$ cat src/rtl/fp32_pkg.sv
// Shared single-precision definitions for the integer converter and the add/sub datapath.
package fp32_pkg;

  localparam int FP32_BIAS   = 127;
  localparam int FP32_EXP_W  = 8;
  localparam int FP32_MANT_W = 23;

  typedef enum logic [1:0] {
    ST_IDLE  = 2'd0,
    ST_NORM  = 2'd1,
    ST_ROUND = 2'd2,
    ST_DONE  = 2'd3
  } conv_state_t;

  function automatic logic [31:0] fp32_pack(
    input logic                   sign,
    input logic [FP32_EXP_W-1:0]  exp,
    input logic [FP32_MANT_W-1:0] mant
  );
    return {sign, exp, mant};
  endfunction

endpackage

$ cat src/rtl/fp32_round.sv
// Rounds a normalised 32-bit magnitude (bit 31 set) to a 23-bit fraction plus exponent.
module fp32_round
  import fp32_pkg::*;
(
  input  logic [31:0]              mag_i,
  input  logic [FP32_EXP_W-1:0]    exp_i,
  input  logic                     mode_i,
  output logic [FP32_MANT_W-1:0]   mant_o,
  output logic [FP32_EXP_W-1:0]    exp_o,
  output logic                     inexact_o
);

  logic [FP32_MANT_W-1:0] mant_s;
  logic                   guard_s;
  logic                   sticky_s;
  logic                   inc_s;
  logic [FP32_MANT_W:0]   sum_s;

  assign mant_s   = mag_i[30:8];
  assign guard_s  = mag_i[7];
  assign sticky_s = |mag_i[6:0];
  // mode 0 is round-to-nearest-even, mode 1 truncates
  assign inc_s    = !mode_i && guard_s && (sticky_s || mant_s[0]);
  assign sum_s    = {1'b0, mant_s} + {{FP32_MANT_W{1'b0}}, inc_s};

  // Fraction overflow renormalises to 1.0 at the next binade.
  always_comb begin
    mant_o    = sum_s[FP32_MANT_W-1:0];
    exp_o     = exp_i;
    inexact_o = guard_s | sticky_s;
    if (sum_s[FP32_MANT_W]) begin
      mant_o = {FP32_MANT_W{1'b0}};
      exp_o  = exp_i + 8'd1;
    end else begin
      mant_o = sum_s[FP32_MANT_W-1:0];
      exp_o  = exp_i;
    end
  end

endmodule

$ cat src/rtl/int_to_fp32.sv
// Iterative 32-bit integer to IEEE754 single converter: one normalising shift per cycle, one rounding step.
module int_to_fp32
  import fp32_pkg::*;
#(
  parameter int BIAS       = FP32_BIAS,
  parameter int ROUND_MODE = 0
) (
  input  logic        clk,
  input  logic        rst_n,
  input  logic        in_valid,
  output logic        in_ready,
  input  logic [31:0] in_data,
  input  logic        in_signed,
  output logic        out_valid,
  input  logic        out_ready,
  output logic [31:0] out_data,
  output logic        out_inexact
);

  localparam logic [FP32_EXP_W-1:0] EXP_INIT = FP32_EXP_W'(BIAS + 31);
  localparam logic                  MODE     = 1'(ROUND_MODE);

  conv_state_t            state_q, state_d;
  logic [31:0]            mag_q, mag_d;
  logic [FP32_EXP_W-1:0]  exp_q, exp_d;
  logic                   sign_q, sign_d;
  logic [31:0]            out_data_q, out_data_d;
  logic                   out_inexact_q, out_inexact_d;
  logic                   out_valid_q, out_valid_d;

  logic                   in_sign_s;
  logic [31:0]            in_mag_s;
  logic [FP32_MANT_W-1:0] rnd_mant_s;
  logic [FP32_EXP_W-1:0]  rnd_exp_s;
  logic                   rnd_inexact_s;

  assign in_sign_s = in_signed & in_data[31];
  assign in_mag_s  = in_sign_s ? (~in_data + 32'd1) : in_data;

  fp32_round u_round (
    .mag_i     (mag_q),
    .exp_i     (exp_q),
    .mode_i    (MODE),
    .mant_o    (rnd_mant_s),
    .exp_o     (rnd_exp_s),
    .inexact_o (rnd_inexact_s)
  );

  // Next-state and datapath updates for the conversion FSM.
  always_comb begin
    state_d       = state_q;
    mag_d         = mag_q;
    exp_d         = exp_q;
    sign_d        = sign_q;
    out_data_d    = out_data_q;
    out_inexact_d = out_inexact_q;
    out_valid_d   = out_valid_q;
    case (state_q)
      ST_IDLE: begin
        if (in_valid) begin
          sign_d  = in_sign_s;
          mag_d   = in_mag_s;
          exp_d   = EXP_INIT;
          // A zero operand skips normalisation and is packed as +0 in ROUND.
          state_d = (in_mag_s == 32'd0) ? ST_ROUND : ST_NORM;
        end else begin
          state_d = ST_IDLE;
        end
      end
      ST_NORM: begin
        if (mag_q[31]) begin
          state_d = ST_ROUND;
        end else begin
          mag_d = {mag_q[30:0], 1'b0};
          exp_d = exp_q - 8'd1;
        end
      end
      ST_ROUND: begin
        if (mag_q == 32'd0) begin
          out_data_d    = 32'd0;
          out_inexact_d = 1'b0;
        end else begin
          out_data_d    = fp32_pack(sign_q, rnd_exp_s, rnd_mant_s);
          out_inexact_d = rnd_inexact_s;
        end
        out_valid_d = 1'b1;
        state_d     = ST_DONE;
      end
      ST_DONE: begin
        if (out_ready) begin
          out_valid_d = 1'b0;
          state_d     = ST_IDLE;
        end else begin
          out_valid_d = 1'b1;
        end
      end
      default: begin
        state_d     = ST_IDLE;
        out_valid_d = 1'b0;
      end
    endcase
  end

  // State and result registers; reset aborts any conversion in flight.
  always_ff @(posedge clk or negedge rst_n) begin
    if (!rst_n) begin
      state_q       <= ST_IDLE;
      mag_q         <= 32'd0;
      exp_q         <= {FP32_EXP_W{1'b0}};
      sign_q        <= 1'b0;
      out_data_q    <= 32'd0;
      out_inexact_q <= 1'b0;
      out_valid_q   <= 1'b0;
    end else begin
      state_q       <= state_d;
      mag_q         <= mag_d;
      exp_q         <= exp_d;
      sign_q        <= sign_d;
      out_data_q    <= out_data_d;
      out_inexact_q <= out_inexact_d;
      out_valid_q   <= out_valid_d;
    end
  end

  assign in_ready    = (state_q == ST_IDLE);
  assign out_valid   = out_valid_q;
  assign out_data    = out_data_q;
  assign out_inexact = out_inexact_q;

endmodule
$ cat config.mk
export PLATFORM = sky130hd
export DESIGN_NAME = int_to_fp32
export DESIGN_NICKNAME = d
export VERILOG_FILES = /design/src/rtl/fp32_pkg.sv /design/src/rtl/fp32_round.sv /design/src/rtl/int_to_fp32.sv
export SDC_FILE = /design/constraint.sdc
export NUM_CORES = 1
export LEC_CHECK = 0
export ABC_AREA = 1
export ABC_CLOCK_PERIOD_IN_PS = 2640
export BUFFER_PORTS_ARGS = -buffer_cell sky130_fd_sc_hd__buf_2
export CORE_MARGIN = 2
export CORE_UTILIZATION = 25
export CTS_CLUSTER_SIZE = 20
export DETAILED_ROUTE_END_ITERATION = 8
export SLEW_MARGIN = 20
export SYNTH_ARGS = -nofsm -noshare
export SYNTH_HDL_FRONTEND = slang
export SYNTH_HIERARCHICAL = 1
export SYNTH_SLANG_ARGS = --single-unit
$ cat constraint.sdc
create_clock -name clk -period 2.64 [get_ports clk]
set_input_delay 0.264 -clock clk [delete_from_list [all_inputs] [get_ports clk]]
set_output_delay 0.264 -clock clk [all_outputs]
set_load 0.05 [all_outputs]
==> results.py <==
metrics = {
    "grt": {
        "grt_max_degree": 78,
        "track_usage": 0.133,
        "overflow": 0,
        "grt_pass1_wl_um": 26400,
        "grt_pass1_vias": 5177,
        "antenna_found_initial": 0,
    },
    "synthesis": {
        "yosys_most_used_dff": "dfrtp_1",
        "synth.cell_area_mm2": 0.00580,
        "yosys_warnings": 6,
        "postSynthAreaPerCell_um2": 6.63,
        "async_flop_share": 1.00,
        "synth_seq_cells": 77,
        "seq_area_frac_synth": 0.332,
        "synth_edf_count": 0,
        "synthCells": 875,
        "yosysTopAreaCellShare": 0.332,
        "ys_types": 44,
        "synth_top_area_cell": "dfrtp_1",
        "yosys-top-cells-area": "dfrtp_1, nand2_1, nor2_1",
    },
    "placed_design": {
        "globalplace.congestion": 0.870,
        "placed_cells": 1210,
        "dp_hpwl_um": 12000,
        "port-buffer-count": 71,
        "place_area_mm2": 0.00641,
    },
    "clocking": {
        "cts_max_level": 3,
        "ctsResizeCount": 0,
        "cts_sinks": 77,
        "cts_setup_buffers": 0,
        "root_buffer": "clkbuf_16",
        "cts_tree": "yes",
        "cts_buffer_depth": 2,
        "ctsHoldBuffers": 0,
        "clock_latency_ns": 0.34,
        "cts_inserted_buffers": 9,
        "clk_pin_slew_worst_paths_ns": 0.06,
    },
    "worst_setup_path": {
        "required_ns": 2.90,
        "end_kind": "flop",
        "worst_setup_path_start_kind": "flop",
        "crit_path_max_fanout": 5,
        "arrival_ns": 2.48,
        "path_class": "reg -> reg",
    },
    "timing": {
        "rsz0062_at_grt": "false",
        "fmax_mhz": 451,
        "finalSetupViolCount": 0,
        "relSlewSlack": 0.521,
        "min_period_over_period": 0.839,
        "timing.hold.ws_ns": -0.0433,
        "report.final.slew_viol_count": 0,
        "max_slew.worst_pin.slew_ns": 0.718,
        "period_minus_slack_ns": 2.21,
        "finalSetupTns_ns": 0,
        "hold_viol_final": 77,
        "fin_skew_ns": 0.0115,
    },
    "cells_and_area": {
        "final_cells": 1226,
        "final_nets": 982,
        "final_area_mm2": 0.00671,
        "drive_gt1_frac": 0.162,
        "multiInputGateArea_mm2": 0.00329,
        "syn_to_final_growth_pct": 15.6,
        "fill_cells": 2505,
        "antenna_cells": 0,
        "seqCellArea_mm2": 0.00193,
    },
    "die": {
        "die-area_mm2": 0.0245,
        "ioPinCount": 72,
        "coreArea_mm2": 0.0227,
        "start_util": 0.256,
        "dieWidth_um": 156,
        "die_h_um": 156,
        "fp-row-count": 55,
    },
    "route": {
        "ant_nets": 0,
        "vias": 5660,
        "vias_per_cell": 4.62,
        "first_pass_iters": 7,
        "first_iter_violations": 348,
        "drc_errors": 0,
        "wl_um": 15500,
        "routedWlPerCell_um": 12.6,
    },
    "worst_hold_path": {
        "hp-class": "in -> async",
    },
    "pwr": {
        "leakage_nw": 3.22,
        "p_per_area_mw_per_mm2": 1060,
        "vdd_drop_max_v": 0.000518,
    },
    "outcome": {
        "violations": "negative hold slack",
        "status": "complete, but fails checks",
    },
    "job": {
        "maxCapViolations": 0,
    },
}
layout by cell type (no fill, tap or decap), drive strengths merged, types with 2 or more instances in the layout:
| cell type | netlist | routed |
|---|---|---|
| nand2 | 267 | 267 |
| nor2 | 137 | 137 |
| inv | 110 | 111 |
| buf | 9 | 78 |
| dfrtp | 77 | 77 |
| nand3 | 62 | 62 |
| a21oi | 43 | 43 |
| o21ai | 40 | 40 |
| o22ai | 33 | 33 |
| a22oi | 14 | 14 |
| xor2 | 11 | 11 |
| xnor2 | 10 | 10 |
| nor4 | 9 | 9 |
| nand3b | 9 | 9 |
| clkbuf | 20 | 9 |
| ha | 9 | 9 |
| clkinv | 0 | 4 |
| nand4 | 3 | 3 |
| and2 | 3 | 3 |
| conb | 1 | 2 |
| or2 | 2 | 2 |
layout make-up:
type,count,share of cell area
Clock buffer,9,0.0336
Timing Repair Buffer,78,0.0617
Sequential cell,77,0.287
Multi-Input combinational cell,660,0.491
Inverter,110,0.0626
Clock inverter,7,0.0110
Tap cell,285,0.0531
synthesized netlist by cell type (2+ instances only):
master and instances:
nand2_4 3, a21oi_1 42, o22ai_1 33, clkbuf_1 20
nand4_1 3, xnor2_1 10, xor2_1 11, nand2_2 15
nor2_1 115, dfrtp_1 77, nand2_1 249, o21ai_0 32
buf_12 2, a22oi_1 14, nand3_1 60, inv_2 5
nand3b_1 9, ha_1 9, o21ai_1 5, nand3_4 2
nor2_2 13, buf_2 2, and2_1 3, o21ai_2 3
inv_1 103, buf_6 2, nor2_4 8, nor4_1 9
path summary, 6_finish.rpt:
kind | startpoint | to | slack [ns] | depth (start not counted)
min reg2reg | out_valid | out_valid | 0.50 | 2
min in group clk | out_ready | out_valid | 0.13 | 2
max | state_q[0] | exp_q[6] | 0.43 | 13
max reg2reg | state_q[0] | exp_q[6] | 0.43 | 13
max in group asynchronous | rst_n | mag_q[20] | 2.20 | 1
min | rst_n | out_data[28] | -0.04 | 1
through the flow:
| stage | total power, mW | hold WS [ns] | util | setup slack (ns) |
|---|---|---|---|---|
| 3_5_place_dp | 5.92 | 0.476 | 0.282 | 0.444 |
| 3_3_place_gp | 5.88 | 0.468 | 0.282 | 0.497 |
| 5_1_grt | 7.77 | 0.0172 | 0.296 | 0.196 |
| 6_report | 7.14 | -0.0433 | 0.296 | 0.425 |
| 4_1_cts | 7.19 | 0.112 | 0.295 | 0.426 |
| 2_1_floorplan | 4.98 | -0.0316 | - | 0.354 |
critical path, stage by stage, from the launching register on:
cell and delay, ns:
dfrtp_1 0.42, inv_1 0.10, ha_1 0.20, nand2_1 0.16, inv_2 0.11, a21oi_1 0.05
inv_2 0.13, nand2_2 0.09, nor3_2 0.10, inv_1 0.07, or3_1 0.33, nor2_1 0.14
o21ai_0 0.09, a21oi_1 0.13
power by group:
group          internal (mW)  leakage (nW)  switching, mW
registers               1.70         0.928          0.582
clock network          0.735         0.146          0.509
logic                   1.09          2.14           2.52
kinds of logic after synthesis:
family | Yosys count | synth area share
flip-flops | 77 | 0.332
other | 1 | 0.000646
buffers and inverters | 139 | 0.102
AO/OA/AOI/OAI | 134 | 0.133
AND/OR/NAND/NOR | 494 | 0.381
adder cells (fa/ha/maj) | 9 | 0.0194
XOR/XNOR | 21 | 0.0317
sequential cells by signal (all words and copies together), names as in the netlist:
name,flops
out_valid,1
out_data,32
mag_q,32
exp_q,8
state_q,2
out_inexact,1
sign_q,1
per-layer routing:
layer  part of all wire  track usage  vias up
li1                   -            -     2926
met1               0.52        0.205     2566
met2               0.42        0.192      161
met3              0.060       0.0219        7
met4             0.0075       0.0253        0
met5                  0            0        -
No activity file was read; power rests on OpenSTA's default activity.
